===== config.mk =====
export PLATFORM = sky130hd
export DESIGN_NAME = vga_sprite_compositor
export DESIGN_NICKNAME = d
export VERILOG_FILES = /design/src/rtl/vga_sprite_compositor.sv
export SDC_FILE = /design/constraint.sdc
export NUM_CORES = 1
export LEC_CHECK = 0
export BUFFER_PORTS_ARGS = -buffer_cell sky130_fd_sc_hd__buf_4
export CAP_MARGIN = 15
export CORE_MARGIN = 3
export CORE_UTILIZATION = 50
export DETAILED_ROUTE_END_ITERATION = 8
export PLACE_DENSITY = 0.85
export SYNTH_ARGS = -nofsm -noshare
export SYNTH_HDL_FRONTEND = slang
export SYNTH_SLANG_ARGS = --single-unit
export TNS_END_PERCENT = 1

===== constraint.sdc =====
create_clock -name iVGA_CLK -period 2.3 [get_ports iVGA_CLK]
set_input_delay 0.46 -clock iVGA_CLK [delete_from_list [all_inputs] [get_ports iVGA_CLK]]
set_output_delay 0.46 -clock iVGA_CLK [all_outputs]
set_load 0.02 [all_outputs]

===== src/rtl/vga_sprite_compositor.sv =====
// Composites N_SPRITE rectangular sprites over a selectable background for VGA output.
// Two-stage pixel pipeline with per-sprite flash timers and a per-frame collision mask against sprite 0.
module vga_sprite_compositor #(
    parameter int N_SPRITE     = 4,
    parameter int CW           = 10,
    parameter int COORD_W      = 10,
    parameter int FLASH_FRAMES = 16,
    parameter int BG_R         = 8,
    parameter int BG_G         = 8,
    parameter int BG_B         = 8,
    parameter int CHECK_SHIFT  = 5,
    localparam int IDW         = (N_SPRITE > 1) ? $clog2(N_SPRITE) : 1
) (
    input  logic                         iVGA_CLK,
    input  logic                         iRST_n,
    input  logic [COORD_W-1:0]           iVGA_X,
    input  logic [COORD_W-1:0]           iVGA_Y,
    input  logic [N_SPRITE*COORD_W-1:0]  iSprite_x,
    input  logic [N_SPRITE*COORD_W-1:0]  iSprite_y,
    input  logic [N_SPRITE*COORD_W-1:0]  iSprite_hw,
    input  logic [N_SPRITE*COORD_W-1:0]  iSprite_hh,
    input  logic [N_SPRITE*3*CW-1:0]     iSprite_rgb,
    input  logic [N_SPRITE-1:0]          iSprite_en,
    input  logic [N_SPRITE-1:0]          iFlash,
    input  logic [1:0]                   iBg_mode,
    output logic [CW-1:0]                oRed,
    output logic [CW-1:0]                oGreen,
    output logic [CW-1:0]                oBlue,
    output logic                         oSprite_hit,
    output logic [IDW-1:0]               oSprite_id,
    output logic [N_SPRITE-1:0]          oCollide
);
    localparam int SW = 3 * CW;
    localparam int GW = (CW < COORD_W) ? CW : COORD_W;
    localparam logic [CW-1:0] BGR = CW'(BG_R);
    localparam logic [CW-1:0] BGG = CW'(BG_G);
    localparam logic [CW-1:0] BGB = CW'(BG_B);

    logic [N_SPRITE-1:0] insideC, s1Inside, overlap, acc, flashOn;
    logic [SW-1:0]       bgC, s1Bg, winRgb, sprRgb;
    logic                winHit, prevZero, atZero, fs;
    logic [IDW-1:0]      winId;
    logic [7:0]          flashCnt [N_SPRITE];
    logic [COORD_W:0]    px, py, sx, sy, shw, shh;
    int unsigned         idx;

    assign atZero = (iVGA_X == '0) && (iVGA_Y == '0);
    assign fs     = atZero && !prevZero;

    // One extra bit of headroom so sprites near the origin clip instead of wrapping.
    always_comb begin
        insideC = '0;
        px  = {1'b0, iVGA_X};
        py  = {1'b0, iVGA_Y};
        sx  = '0;
        sy  = '0;
        shw = '0;
        shh = '0;
        for (int unsigned i = 0; i < N_SPRITE; i++) begin
            sx  = {1'b0, iSprite_x[i*COORD_W +: COORD_W]};
            sy  = {1'b0, iSprite_y[i*COORD_W +: COORD_W]};
            shw = {1'b0, iSprite_hw[i*COORD_W +: COORD_W]};
            shh = {1'b0, iSprite_hh[i*COORD_W +: COORD_W]};
            insideC[i] = iSprite_en[i] & (px + shw >= sx) & (px <= sx + shw)
                                       & (py + shh >= sy) & (py <= sy + shh);
        end
    end

    always_comb begin
        bgC = '0;
        case (iBg_mode)
            2'd0: bgC = {BGR, BGG, BGB};
            2'd1: bgC = (iVGA_X[CHECK_SHIFT] ^ iVGA_Y[CHECK_SHIFT]) ?
                        {BGR >> 1, BGG >> 1, BGB >> 1} : {BGR, BGG, BGB};
            2'd2: bgC[2*CW +: GW] = iVGA_X[COORD_W-1 -: GW];
            default: bgC = '0;
        endcase
    end

    always_comb begin
        overlap = '0;
        flashOn = '0;
        for (int unsigned i = 0; i < N_SPRITE; i++) begin
            if (i != 0) overlap[i] = s1Inside[0] & s1Inside[i];
            flashOn[i] = (flashCnt[i] != '0) && flashCnt[i][0];
        end
    end

    // Scanning from the highest index down lets the lowest index overwrite last and win.
    always_comb begin
        winHit = 1'b0;
        winId  = '0;
        winRgb = s1Bg;
        sprRgb = '0;
        idx    = 0;
        for (int unsigned k = 0; k < N_SPRITE; k++) begin
            idx = N_SPRITE - 1 - k;
            if (s1Inside[idx]) begin
                winHit = 1'b1;
                winId  = IDW'(idx);
                sprRgb = iSprite_rgb[idx*SW +: SW];
                winRgb = flashOn[idx] ? ~sprRgb : sprRgb;
            end
        end
    end

    always_ff @(posedge iVGA_CLK or negedge iRST_n) begin
        if (!iRST_n) begin
            s1Inside    <= '0;
            s1Bg        <= '0;
            prevZero    <= 1'b0;
            oRed        <= '0;
            oGreen      <= '0;
            oBlue       <= '0;
            oSprite_hit <= 1'b0;
            oSprite_id  <= '0;
            acc         <= '0;
            oCollide    <= '0;
            for (int unsigned i = 0; i < N_SPRITE; i++) flashCnt[i] <= '0;
        end else begin
            s1Inside    <= insideC;
            s1Bg        <= bgC;
            prevZero    <= atZero;
            {oRed, oGreen, oBlue} <= winRgb;
            oSprite_hit <= winHit;
            oSprite_id  <= winId;
            // On frame start the current overlap seeds the new accumulator so no pixel is dropped.
            if (fs) begin
                oCollide <= acc;
                acc      <= overlap;
            end else begin
                acc <= acc | overlap;
            end
            for (int unsigned i = 0; i < N_SPRITE; i++) begin
                if (iFlash[i])
                    flashCnt[i] <= 8'(FLASH_FRAMES);
                else if (fs && flashCnt[i] != '0)
                    flashCnt[i] <= flashCnt[i] - 8'd1;
            end
        end
    end
endmodule

* Yosys cells after proc, flatten, opt, wreduce, memory -nomap -nowiden
Index checks and enable logic that the tools add are counted.
** Storage, ports and cells
- Output and inout port bits :: 37
- Register bits :: 108
- Logic and storage cells :: 127
** Operators by class
- Bitwise operators :: 25
- Add/subtract/negate cells :: 20
- $lt $le $gt $ge :: 16
- Multiplexer cells :: 28
- Equal/unequal tests :: 2
- Reduce and logical (&&, ||, !) cells :: 22
** Operators with widths (count)
- two-way mux 30 bit :: 8
- adder 10 x 10 -> 11 bit :: 16
- NOT 30 bit :: 4
- greater-or-equal comparator 11 x 10 -> 1 bit :: 8
- less-or-equal comparator 10 x 11 -> 1 bit :: 8
- two-way mux 8 bit :: 8
- one-hot mux 20 bit (2 select lines) :: 1
- nonzero test 8 bit :: 4
- subtractor 8 x 1 -> 8 bit, second input constant :: 4
- one-hot mux 10 bit (3 select lines) :: 1
- two-way mux 24 bit :: 1
- logical NOT 10 bit :: 2
- bitwise AND 1 bit :: 19
- logical AND 1 bit :: 10
- two-way mux 2 bit :: 4
- nonzero test 2 bit :: 4
- two-way mux 1 bit :: 4
- two-way mux 4 bit :: 1
- OR 4 bit :: 1
- equality test 2 x 1 -> 1 bit, second input constant :: 1
- equality test 2 bit, second input constant :: 1
- logical NOT 2 bit :: 1
- logical NOT 1 bit :: 1
- XOR 1 bit :: 1

* Logic depth before layout (Yosys ltp)
- Depth in word-level cells :: 7
- Depth in mapped cells :: 16

* Worst setup path after synthesis
No wires, ideal clock.
- Path type :: input port to flip-flop
- Start point :: input iVGA_X[0]
- End point :: register s1Inside[0]
- Cell stages on the path :: 16
- Path buffers :: 0
- Library setup time :: 0.131 ns
- Arrival :: 3.100 ns
- Path slack :: -0.931 ns
- Path through :: ha_1 inv_1 fa_1 nor2b_1 o31a_1 o21ai_0 a21boi_0 o21a_1 nor2_1 xnor2_1 ha_1 a2111oi_0 o21ai_0 a311o_1 a311oi_1 nor4b_1
** On the way
- Word-level cells in the longest chain between the ends :: 6
** RTL lines
- start, declared :: line 16 : input logic [COORD_W-1:0] iVGA_X,
- adder 10 x 10 -> 11 bit :: line 64 : insideC[i] = iSprite_en[i] & (px + shw >= sx) & (px <= sx + shw)
- greater-or-equal comparator 11 x 10 -> 1 bit :: line 64
- bitwise AND 1 bit :: line 64
- bitwise AND 1 bit (*) :: line 64
- bitwise AND 1 bit (*) (2 in a row) :: line 65 : & (py + shh >= sy) & (py <= sy + shh);
- named net insideC[0] :: line 39 : logic [N_SPRITE-1:0] insideC, s1Inside, overlap, acc, flashOn;
- end signal, assigned :: line 121 : s1Inside <= insideC;
- end, declared :: line 39
Mark *: on every way through the listed nets, which the timed path passes. The rest lies on a longest branch.
A chain may end at the register's enable or synchronous reset.

* Worst setup path after layout
- Start point :: input iVGA_X[0]
- End point :: register s1Inside[3]
The elaborated chain is that of the path after synthesis.

==> results_dict.tcl <==
set metrics [dict create \
    outcome "finished, violations left" \
    failed_checks "setup timing" \
    crit_path_max_fanout 5 \
    grt_pass1_wl_um 82900 \
    setup.worst_path.start "iVGA_X[0]" \
    ys.warnings.count 0 \
    areaGrowthSynthToFinish_pct 46.6 \
    final_area_um2 21800 \
    finalPower_mw 10.5 \
    cp-start-kind "input pin" \
    critPathKind "in2reg" \
    start_util_pct 51.2 \
    syn_area_um2 14900 \
    holdWs_ns 0.0983 \
    grt_overflow 0 \
    maxSlewViolCount 0 \
    synth.net_count 2419 \
    die_area_um2 31800 \
    power_density_nw_per_um2 481 \
    path_clk_slew_ns 0.07 \
    worstPathRequired_ns 2.54 \
    seq_area_um2 2200 \
    antenna_found_initial 2 \
    finalSetupTns_ns -3.34 \
    place_ws_ns -1.61 \
    hpwl_um 44900 \
    cts_root_buffer "clkbuf_16" \
    portBuffers 347 \
    drtIter0Drc 834 \
    grt_pass1_vias 17200 \
    drive_above_1_share_pct 35.8 \
    finalSetupViolCount 6 \
    grt_setup_unrepaired "true" \
    power_leakage_nw 11.1 \
    drc 0 \
    postCtsHoldBufs 0 \
    wl_per_cell_um 19.1 \
    placed_area_um2 20800 \
    relSlewSlack_pct 54.5 \
    drt-pass1-iter-count 5 \
    hp-class "in2async" \
    end_kind "flip-flop" \
    tightest_slew_ns 0.683 \
    min_period_ns 3.15 \
    clkSinkCount 88 \
    max_freq_mhz 317 \
    io_pins 349 \
    row_count 62 \
    min_period_over_period_pct 137 \
    cts_buffer_depth 2 \
    grt_max_degree 43 \
    chipWidth_um 178 \
    htree_levels 3 \
    die_h_um 178 \
    core_um2 29000 \
    synth_edf_count 0 \
    routabilityCongestion 0.977 \
    fillerInstances 1950 \
    finClkSkew_ns 0.0115 \
    ys_types 75 \
    multi_input_area_um2 12500 \
    clk_latency_ns 0.35 \
    hold_viol 0 \
    crit_arrival_ns 3.39 \
    synth-seq-cells 88 \
    synth_flop_cell "dfrtp_1" \
    synthArstFlopShare_pct 100 \
    groute.usage.overall_pct 32.6 \
    maxCapViolations 0 \
    ant_nets 0 \
    seq_area_frac_synth_pct 14.8 \
    nets 3139 \
    avgViaCountPerCell 5.79 \
    totalWireLength_um 54900 \
    numCtsBuffers 9 \
    cts_tree "built" \
    worst_slack_ns -0.850 \
    synthCells 1764 \
    synth.avg_cell_area_um2 8.43 \
    dr_total_vias 16600 \
    ir_drop_uv 313 \
    r2r-start "flashCnt[20]" \
]
per-layer routing:
layer | GRT usage [%] | share of wire (%) | up-vias
li1 | - | - | 7847
met1 | 35.0 | 37 | 7805
met2 | 58.7 | 49 | 751
met3 | 5.90 | 7.3 | 228
met4 | 20.3 | 6.5 | 2
met5 | 0 | 0.036 | -
kinds of logic after synthesis:
logic type      after synthesis  synth area share [%]
compound gates              482                  21.9
simple gates                401                  13.5
fa+ha+maj                   343                  29.7
xor+xnor                    250                  14.7
buf+inv                     199                  5.39
flops                        88                  14.8
other cells                   1                0.0252
final cells by class:
cell class / count / area share [%]
inverter: 157 / 2.72
clock inverter: 7 / 0.316
antenna: 1 / 0.0115
multi-input combinational: 1477 / 57.2
sequential: 88 / 10.1
timing repair buffer: 751 / 26.4
clock buffer: 9 / 1.03
tap: 384 / 2.20
Yosys cell counts (all sizes together), types with 4 or more instances:
| master | n | share of area [%] |
|---|---|---|
| or4 | 11 | 0.58 |
| xnor2 | 138 | 8.1 |
| a21boi | 5 | 0.25 |
| a2111oi | 14 | 0.95 |
| a221oi | 42 | 2.5 |
| o21bai | 8 | 0.40 |
| buf | 21 | 0.89 |
| a21oi | 115 | 3.9 |
| nand2b | 26 | 1.1 |
| inv | 156 | 3.9 |
| nor2 | 111 | 2.8 |
| o21ai | 101 | 3.4 |
| a21o | 49 | 2.5 |
| ha | 327 | 28 |
| a211o | 12 | 0.71 |
| nand3 | 28 | 0.94 |
| a311oi | 4 | 0.24 |
| fa | 16 | 2.2 |
| a31oi | 5 | 0.21 |
| and2 | 9 | 0.39 |
| and3 | 6 | 0.26 |
| a22o | 11 | 0.65 |
| clkbuf | 21 | 0.53 |
| o211ai | 12 | 0.61 |
| o211a | 4 | 0.27 |
| dfrtp | 88 | 15 |
| o31a | 7 | 0.41 |
| o2111ai | 7 | 0.41 |
| nor3 | 38 | 1.3 |
| o41ai | 6 | 0.35 |
| nand4 | 13 | 0.55 |
| a211oi | 23 | 1.2 |
| nor4 | 19 | 0.84 |
| nand2 | 83 | 2.1 |
| nor2b | 36 | 1.5 |
| or3 | 8 | 0.35 |
| xor2 | 112 | 6.6 |
| o21a | 33 | 1.7 |
| or2 | 5 | 0.21 |
worst paths after layout:
kind                               end  slack (ns)  cells past startpoint
max                        s1Inside[3]       -0.85                     17
min                          oGreen[5]         0.1                      1
max reg2reg                    oRed[7]           0                      7
min reg2reg                oCollide[2]        0.49                      2
max in group asynchronous      oRed[9]        1.62                      2
min in group iVGA_CLK         s1Bg[13]        0.31                      2
stage by stage:
stage	std cells	utilization (%)
6_report	2874	75.1
2_1_floorplan	1764	-
3_5_place_dp	2845	71.9
4_1_cts	2868	74.1
3_3_place_gp	2845	71.9
5_1_grt	2874	75.1
cells in the final DEF, fill, tap and decap left out, types with 80 or more instances in the layout:
cell type	instances
nor2_1	108
ha_1	324
xnor2_1	138
o21ai_0	80
nand2_1	80
buf_4	741
dfrtp_1	87
xor2_1	110
inv_1	153
a21oi_1	101
worst max-delay path, stage by stage:
cell and delay [ns]:
buf_4 0.14, ha_1 0.21, inv_1 0.08, fa_2 0.22
nor2b_1 0.07, o31a_1 0.26, or4_4 0.43, a31oi_4 0.21
xnor2_1 0.09, ha_1 0.28, o21ai_0 0.08, nor2_1 0.14
o21ai_1 0.10, a31oi_1 0.15, o21ai_1 0.12, buf_4 0.15
a2111oi_2 0.21
where the power goes:
part	switching [mW]	total, mW	internal [mW]
clock	0.685	1.44	0.755
combinational	3.51	6.94	3.43
sequential	0.223	2.10	1.88
total	4.42	10.5	6.06
repair_timing:
action	4_1_cts	5_1_grt
hold endpoints to repair	0	0
gates resized for setup	82	48
pin swaps	47	32
setup buffers	7	5
endpoints found under the setup margin	14	50
registers in the layout, summed over array words and instances (netlist names):
name and cells:
acc 3, flashCnt 32, s1Bg 12, oRed 10, s1Inside 4, oBlue 10
oCollide 3, prevZero 1, oGreen 10, oSprite_id 2, oSprite_hit 1
No activity file was read; power rests on OpenSTA's default activity.
